### config.mk
export PLATFORM = sky130hd
export DESIGN_NAME = e1_rate_meas
export DESIGN_NICKNAME = d
export VERILOG_FILES = /design/src/rtl/e1_rate_meas.sv
export SDC_FILE = /design/constraint.sdc
export NUM_CORES = 1
export LEC_CHECK = 0
export ABC_CLOCK_PERIOD_IN_PS = 4400
export BUFFER_PORTS_ARGS = -buffer_cell sky130_fd_sc_hd__buf_2
export CORE_UTILIZATION = 45
export DETAILED_ROUTE_END_ITERATION = 10
export GPL_TIMING_DRIVEN = 0
export PLACE_DENSITY = 0.67
export SLEW_MARGIN = 10
export SYNTH_ARGS = -nofsm -noshare
export SYNTH_HDL_FRONTEND = slang
export SYNTH_SLANG_ARGS = --single-unit
### constraint.sdc
create_clock -name clk -period 4.4 [get_ports clk]
set_input_delay 0.66 -clock clk [delete_from_list [all_inputs] [get_ports clk]]
set_output_delay 0.66 -clock clk [all_outputs]
set_load 0.005 [all_outputs]
### src/rtl/e1_rate_meas.sv
// E1-vs-USB frequency error meter: counts E1 ticks per SOF period, sums the
// per-frame error against NOMINAL over a window of SOF frames and hands it out.
module e1_rate_meas #(
  parameter int W        = 16,
  parameter int NOMINAL  = 2048,
  parameter int WIN_LOG2 = 3,
  parameter int TIMEOUT  = 46080
) (
  input  logic        clk,
  input  logic        rst,
  input  logic        enable,
  input  logic        tick_e1,
  input  logic        tick_sof,
  output logic [15:0] meas_err,
  output logic        meas_valid,
  input  logic        meas_ack,
  output logic        meas_ovr,
  output logic        sof_lost
);

  localparam int                  TW       = $clog2(TIMEOUT + 1);
  localparam logic [W-1:0]        CNT_MAX  = '1;
  localparam logic [W-1:0]        NOM      = W'(NOMINAL);
  localparam logic [WIN_LOG2-1:0] WIN_LAST = '1;
  localparam logic [TW-1:0]       T_LAST   = TW'(TIMEOUT - 1);
  localparam logic [TW-1:0]       T_SAT    = TW'(TIMEOUT);

  typedef enum logic [1:0] {IDLE, SYNC, RUN} state_t;

  state_t              state, state_next;
  logic [W-1:0]        cnt;
  logic [15:0]         acc;
  logic [WIN_LOG2-1:0] idx;
  logic [TW-1:0]       timer;

  logic signed [W:0]   delta;
  logic signed [31:0]  sum;
  logic [15:0]         sum_sat;
  logic                expire, sof_run, win_close;

  // Watchdog fires on the step into TIMEOUT; a SOF in that cycle wins.
  assign expire    = (state != IDLE) && !tick_sof && (timer == T_LAST);
  assign sof_run   = (state == RUN) && tick_sof;
  assign win_close = sof_run && (idx == WIN_LAST);

  always_comb begin
    // NOTE: every always_comb output is assigned up front so no path can infer a latch.
    delta   = $signed({1'b0, cnt}) - $signed({1'b0, NOM});
    sum     = {{16{acc[15]}}, acc} + {{(31-W){delta[W]}}, delta};
    sum_sat = sum[15:0];
    if (sum > 32'sd32767)       sum_sat = 16'h7fff;
    else if (sum < -32'sd32768) sum_sat = 16'h8000;
  end

  always_comb begin
    state_next = state;
    unique case (state)
      IDLE:    if (enable)   state_next = SYNC;
      SYNC:    if (tick_sof) state_next = RUN;
      RUN:     if (expire)   state_next = SYNC;
      default:               state_next = IDLE;
    endcase
    if (!enable) state_next = IDLE;
  end

  // NOTE: sequential state uses non-blocking assignments so every register samples pre-edge values.
  always_ff @(posedge clk or posedge rst) begin
    if (rst) state <= IDLE;
    else     state <= state_next;
  end

  always_ff @(posedge clk or posedge rst) begin
    if (rst) begin
      cnt        <= '0;
      acc        <= '0;
      idx        <= '0;
      timer      <= '0;
      meas_err   <= '0;
      meas_valid <= 1'b0;
      meas_ovr   <= 1'b0;
      sof_lost   <= 1'b0;
    end else if (!enable || state == IDLE) begin
      // Disabled: drop any partial window; the last result value is kept.
      cnt        <= '0;
      acc        <= '0;
      idx        <= '0;
      timer      <= '0;
      meas_valid <= 1'b0;
      meas_ovr   <= 1'b0;
      sof_lost   <= 1'b0;
    end else begin
      if (tick_sof)            timer <= '0;
      else if (timer != T_SAT) timer <= timer + TW'(1);

      // A tick coincident with SOF opens the new period.
      if (expire)                          cnt <= '0;
      else if (tick_sof)                   cnt <= {{(W-1){1'b0}}, tick_e1};
      else if (tick_e1 && cnt != CNT_MAX)  cnt <= cnt + W'(1);

      if (expire) begin
        acc      <= '0;
        idx      <= '0;
        sof_lost <= 1'b1;
      end else if (sof_run) begin
        acc <= win_close ? 16'h0000 : sum_sat;
        idx <= idx + WIN_LOG2'(1);
      end
      if (tick_sof) sof_lost <= 1'b0;

      if (win_close) begin
        meas_err   <= sum_sat;
        meas_valid <= 1'b1;
        meas_ovr   <= meas_valid && !meas_ack;
      end else if (meas_valid && meas_ack) begin
        meas_valid <= 1'b0;
        meas_ovr   <= 1'b0;
      end
    end
  end

endmodule
==> run_results.csv, run 1 <==
group,metric,value,unit
status,outcome,"complete, no violations",
floorplan,die_x,100.4,um
hold_path,hold_path.class,"input port to asynchronous set/reset pin",
synth,netlist_instances,459,
clock_network,clkTransAtPathRegs,80,ps
synth,yosysWarnings,0,
synth,synth_flop_cell,"dfrtp_1",
routing,drt_iter0_drc,131,
floorplan,core-area,0.009284,sq mm
sta,layout_setup_ws,770.3,ps
global_routing,grt_pass1_wl,16.37,mm
sta,maxSlewViolCount,0,
global_routing,grt_pass1_vias,3470,
synth,synth.distinct_cells,61,
placed_design,hpwlAfterDp,7.029,mm
power,p_per_area,271.3,mW/mm^2
sta,fin_crit_sh,82.49,%
routing,vias,3465,
sta,fmax,0.2755,GHz
setup_path,worstPathArrival,3910,ps
sta,relSlewSlack,46.89,%
clock_network,clock-sinks,72,
synth,async_reset_ff_share,100.0,%
synth,synth_area,0.004353,sq mm
routing,wl_per_cell,15.12,um
synth,synth_area_leaders,"dfrtp_1 (41%), ha_1 (6.9%), xor2_1 (4.6%)",
setup_path,crit_type,"flop to flop",
clock_network,clockBufferDepth,2,
sta,period_minus_slack,3630,ps
placed_design,place.gp.congestion,0.8318,
sta,rsz0062_at_grt,"false",
clock_network,clk_latency,350,ps
global_routing,antenna_found_initial,0,
setup_path,critical_path.cell_chain,"inv_1, ha_1, nand2_1, xnor2_1, ha_1, nand2_1, o21ai_0, mux2i_1, nand2_1, a311oi_4, a21oi_2, nor2_2, buf_4, a221o_1",
sta,finClkSkew,14.70,ps
placed_design,post-place-ws,836.7,ps
sta,finalSetupTns,0,ps
floorplan,io_pins,25,
setup_path,cp.buffers_inverters,2,
global_routing,grt_max_degree,56,
global_routing,grt_remaining_overflow,0,
setup_path,path_delay_family,"compound AO/OA/AOI/OAI gates",
routing,routed_wirelength,9.480,mm
sta,tightest_slew,794.0,ps
setup_path,worstPathRequired,4680,ps
power,total_power,1.315,mW
floorplan,start_util,46.89,%
clock_network,numCtsBuffers,9,
power,leakage,2.203,nW
setup_path,slowest_stage,"a311oi_4",
clock_network,htree_levels,3,
synth,synth_most_common_cell,"dfrtp_1",
sta,whs,243.3,ps
synth,synth-edff-count,0,
synth,synthTopCellsByCount,"dfrtp_1 (72), nand2_1 (48), nor2_1 (48), a21oi_1 (34)",
clock_network,cts_setup_buffers,0,
final_layout,final_nets,525,
clock_network,cts-resized-gates,0,
clock_network,cts-root-buf,"clkbuf_8",
floorplan,rows,35,
clock_network,hold_buffers,0,
setup_path,cp-start-kind,"flop",
setup_path,cp-end-kind,"flop",
routing,drc_errors,0,
synth,synth_nets,490,
setup_path,slowest_delay,520,ps
synth,yosysSeqAreaShare,41.39,%
routing,ant_nets,0,
floorplan,die-area,0.01007,sq mm
synth,avgSynthCellArea,9.483,sq um
sta,hold_viol,0,
clock_network,cts_tree,"done",
routing,drt_first_pass_iters,7,
final_layout,antennaDiodeCount,0,
global_routing,grt.total_usage,20.68,%
power,ir_worst_vdd,0.0002031,V
setup_path,cp_common_cell,"nand2_1",
synth,synth.ff_latch_count,72,
synth,synth_top_area_share,41.39,%
synth,yosysTopAreaCell,"dfrtp_1",
floorplan,die_y,100.4,um
routing,via_per_inst,5.526,
flow_run,drv_cap,0,
final_layout,drive_gt1_share,12.25,%
final_layout,utilization,52.21,%
final_layout,syn2layout_area_growth,11.35,%
setup_path,cp_max_fo,10,
sta,setup_viol,0,
placed_design,numPortBuffers,23,
-- path summary, 6_finish.rpt --
check | from | end | slack (ps) | depth (start not counted)
worst max-delay path | cnt[11] | acc[5] | 770 | 14
worst min-delay path | rst | meas_err[1] | 240 | 2
worst max register to register | cnt[11] | acc[5] | 770 | 14
worst min register to register | meas_err[14] | meas_err[14] | 480 | 2
max in group asynchronous | rst | cnt[10] | 3600 | 3
min in group clk | meas_err[14] | meas_err[14] | 480 | 2
-- cells in the final DEF (no fill, tap or decap), types with 3 or more instances in the layout --
cell	n
dfrtp_1	72
nand2_1	48
nor2_1	48
a21oi_1	34
buf_2	26
o21ai_0	24
ha_1	24
xor2_1	23
xnor2_1	18
a221o_1	15
clkbuf_1	13
nand3_1	13
inv_1	12
and3_1	10
o2bb2ai_1	10
clkbuf_8	10
a21o_1	6
nor3_1	6
nand4_1	5
nand2b_1	5
a211oi_1	5
o211ai_1	5
or3_1	4
a22o_1	4
and2_1	4
nor4_1	3
o21a_1	3
mux2i_1	3
-- per-stage QoR --
step                      instance area (sq um)  cells
after floorplan                            4353    459
after global placement                     4629    611
after detailed placement                   4659    612
after CTS                                  4847    627
after global routing                       4847    627
final                                      4847    627
-- where the power goes --
group          internal, mW  switching [mW]
combinational        0.0395          0.0840
clock                 0.274           0.246
sequential            0.666         0.00537
total                 0.980           0.335
-- state kept, by name (all words and copies together), names as in the netlist --
register and count:
meas_err 16, timer 16, sof_lost 1, meas_valid 1
acc 16, idx 3, meas_ovr 1, cnt 16
state 2
-- kinds of logic after synthesis --
logic type / count (synthesis) / share of synthesized area, %
and+or+nand+nor: 163 / 18.42
AOI/OAI and AO/OA: 123 / 20.52
DFF: 72 / 41.39
xor gates and xnor gates: 41 / 8.249
buffers and inverters: 31 / 3.104
adders and majority gates: 25 / 7.359
muxes: 4 / 0.9486
-- cell type report --
cell class	instances	area, sq um
buffer	18	86.33
inverter	13	51.30
clock inverter	3	42.54
fill	893	4437
timing repair buffer	24	142.6
multi-input combinational	356	2416
clock buffer	12	145.1
sequential	72	1802
tap	129	161.4
-- metal layers --
metal  part of all wire [%]  track usage, %  wire [um]
met4                    1.4           6.689        137
met2                     45           33.51       4310
met5                      0               0          0
met1                     49           27.99       4637
met3                    4.2           3.900        394
No activity file was read; power rests on OpenSTA's default activity.
==> inputs of run 2 (changes only) <==
ABC_CLOCK_PERIOD_IN_PS = 3300   (was 4400)
PLACE_DENSITY = 0.69   (was 0.67)
clock period = 3.3 ns   (was 4.4 ns; I/O delays follow)
==> run 2 against run 1 <==
  * Count of clock-buffer cells in the layout decreased by 1
  * Die area unchanged
  * Sequential power increased by 33%
  * Core utilization increased by 1.9 points
  * Routed wire length about the same
  * First-iteration DRC count increased by 18%
  * Hold slack got worse by 97 ps
  * Critical path depth decreased by 2
  * Largest power group is now clock
  * Maximum frequency increased by 16%
  * Design area increased by 3.6%
  * Via count increased by 2.9%
  * Critical endpoint unchanged
==> run_results.csv, run 2 (synthesis results as in run 1) <==
group,metric,value,unit
routing,vias,3564,
global_routing,grt_max_degree,40,
clock_network,cts_tree,"done",
setup_path,worstPathArrival,3360,ps
power,p_int,1.535,mW
routing,via_per_inst,5.613,
floorplan,start_util,46.89,%
global_routing,grt_pass1_vias,3352,
routing,routed_wirelength,9.472,mm
placed_design,hpwlAfterDp,7.031,mm
sta,setup_viol,0,
power,ir_worst_vdd,0.0002838,V
clock_network,clockBufferDepth,2,
clock_network,hold_buffers,0,
sta,hold_viol,0,
floorplan,rows,35,
power,clock_power_share,46.1,%
placed_design,numPortBuffers,23,
final_layout,utilization,54.11,%
sta,tightest_slew,745.6,ps
power,power_frac_comb,9.2,%
routing,wl_per_cell,14.92,um
power,total_power,2.002,mW
floorplan,core-area,0.009284,sq mm
power,p_seq_share,44.7,%
placed_design,post-place-ws,-237.2,ps
sta,layout_setup_ws,175.2,ps
global_routing,grt_pass1_wl,16.07,mm
setup_path,crit_type,"flop to flop",
power,p_sw,0.4672,mW
sta,relSlewSlack,50.11,%
power,switching_share,23.34,%
placed_design,dp.cells,612,
setup_path,slowest_stage,"dfrtp_1",
global_routing,grt_remaining_overflow,0,
final_layout,final_common_cell,"dfrtp_1",
floorplan,die-area,0.01007,sq mm
final_layout,drive_gt1_share,15.61,%
routing,ant_nets,0,
setup_path,cp-start-kind,"flop",
clock_network,numCtsBuffers,9,
sta,finClkSkew,13.09,ps
status,outcome,"complete, no violations",
global_routing,antenna_found_initial,0,
placed_design,place.gp.congestion,0.8305,
setup_path,worstPathRequired,3530,ps
routing,drc_errors,0,
power,p_per_area,398.5,mW/mm^2
final_layout,fin_cells,635,
routing,drt_iter0_drc,154,
sta,period_minus_slack,3125,ps
final_layout,syn2layout_area_growth,15.41,%
clock_network,clock-sinks,72,
setup_path,cp-end-kind,"flop",
power,leakage,2.285,nW
setup_path,slowest_delay,440,ps
sta,fin_crit_sh,94.69,%
floorplan,io_pins,25,
final_layout,antennaDiodeCount,0,
hold_path,hold_path.class,"input port to asynchronous set/reset pin",
clock_network,cts-root-buf,"clkbuf_8",
sta,maxSlewViolCount,0,
flow_run,drv_cap,0,
setup_path,cp_common_cell,"buf_6",
routing,drt_first_pass_iters,5,
floorplan,die_y,100.4,um
setup_path,cp_max_fo,10,
clock_network,clk_latency,350,ps
setup_path,critical_path.cell_chain,"ha_1, fa_1, a21o_1, a221oi_4, a21oi_4, nor4_4, a311oi_4, buf_6, o21a_1, nor2b_4, buf_6, a221o_1",
final_layout,fillCellCount,874,
clock_network,htree_levels,3,
final_layout,most-common-layout-cells,"dfrtp_1 (72), nor2_1 (48), nand2_1 (47), a21oi_1 (32), buf_2 (26)",
clock_network,clkTransAtPathRegs,90,ps
floorplan,die_x,100.4,um
sta,fmax,0.3200,GHz
global_routing,grt.total_usage,20.41,%
final_layout,final_nets,532,
sta,rsz0062_at_grt,"true",
-- run 2: path summary, 6_finish.rpt --
check / startpoint / end / slack, ps / depth (start not counted)
min in group clk: meas_ack / meas_ovr / 330 / 2
setup / recovery: cnt[0] / acc[5] / 180 / 12
setup reg to reg: cnt[0] / acc[5] / 180 / 12
hold reg to reg: meas_err[14] / meas_err[14] / 490 / 2
hold / removal: rst / meas_err[5] / 150 / 2
max in group asynchronous: rst / timer[3] / 2590 / 3
-- run 2: per-layer routing --
| layer | wire length (um) | global-route usage [%] |
|---|---|---|
| met1 | 4456 | 27.88 |
| met2 | 4442 | 32.24 |
| met3 | 444 | 4.178 |
| met4 | 130 | 7.135 |
| met5 | 0 | 0 |
-- run 2: timing repair --
action | CTS | global route
buffers inserted | 3 | 4
pin swaps | 1 | 4
hold endpoints to repair | 0 | 0
resized for setup | 4 | 13
setup endpoints to repair | 28 | 30
-- run 2: worst max-delay path: cells and delay by family, from the launching register on --
kind | cells | cell delay [ps]
buffers and inverters | 2 | 300
adder cells (fa/ha/maj) | 2 | 670
flip-flops | 1 | 440
AO/OA/AOI/OAI | 6 | 1240
AND/OR/NAND/NOR | 2 | 350
-- run 2: power by group through the flow --
stage	registers [mW]	clock network [mW]	logic, mW
floorplan	0.910	0	0.119
global placement	0.912	0	0.154
detailed placement	0.912	0	0.163
CTS	0.895	0.941	0.174
global route	0.896	0.971	0.207
finish	0.895	0.922	0.185
-- run 2: area by class of cell --
class	instances	area [sq um]	area share, %
sequential	72	1802	35.87
multi-input combinational	356	2467	49.12
buffer	18	90.09	1.793
timing repair buffer	31	191.4	3.811
clock buffer	11	131.4	2.615
tap	129	161.4	3.213
inverter	13	51.30	1.021
clock inverter	5	128.9	2.565
-- run 2: through the flow --
step	TNS, ps	instance area (sq um)	hold WS, ps
2_1_floorplan	0	4353	470.7
3_3_place_gp	-3343	4629	460.6
3_5_place_dp	-4853	4652	471.3
4_1_cts	0	4947	160.8
5_1_grt	-535.4	5024	180.1
6_report	0	5024	146.4
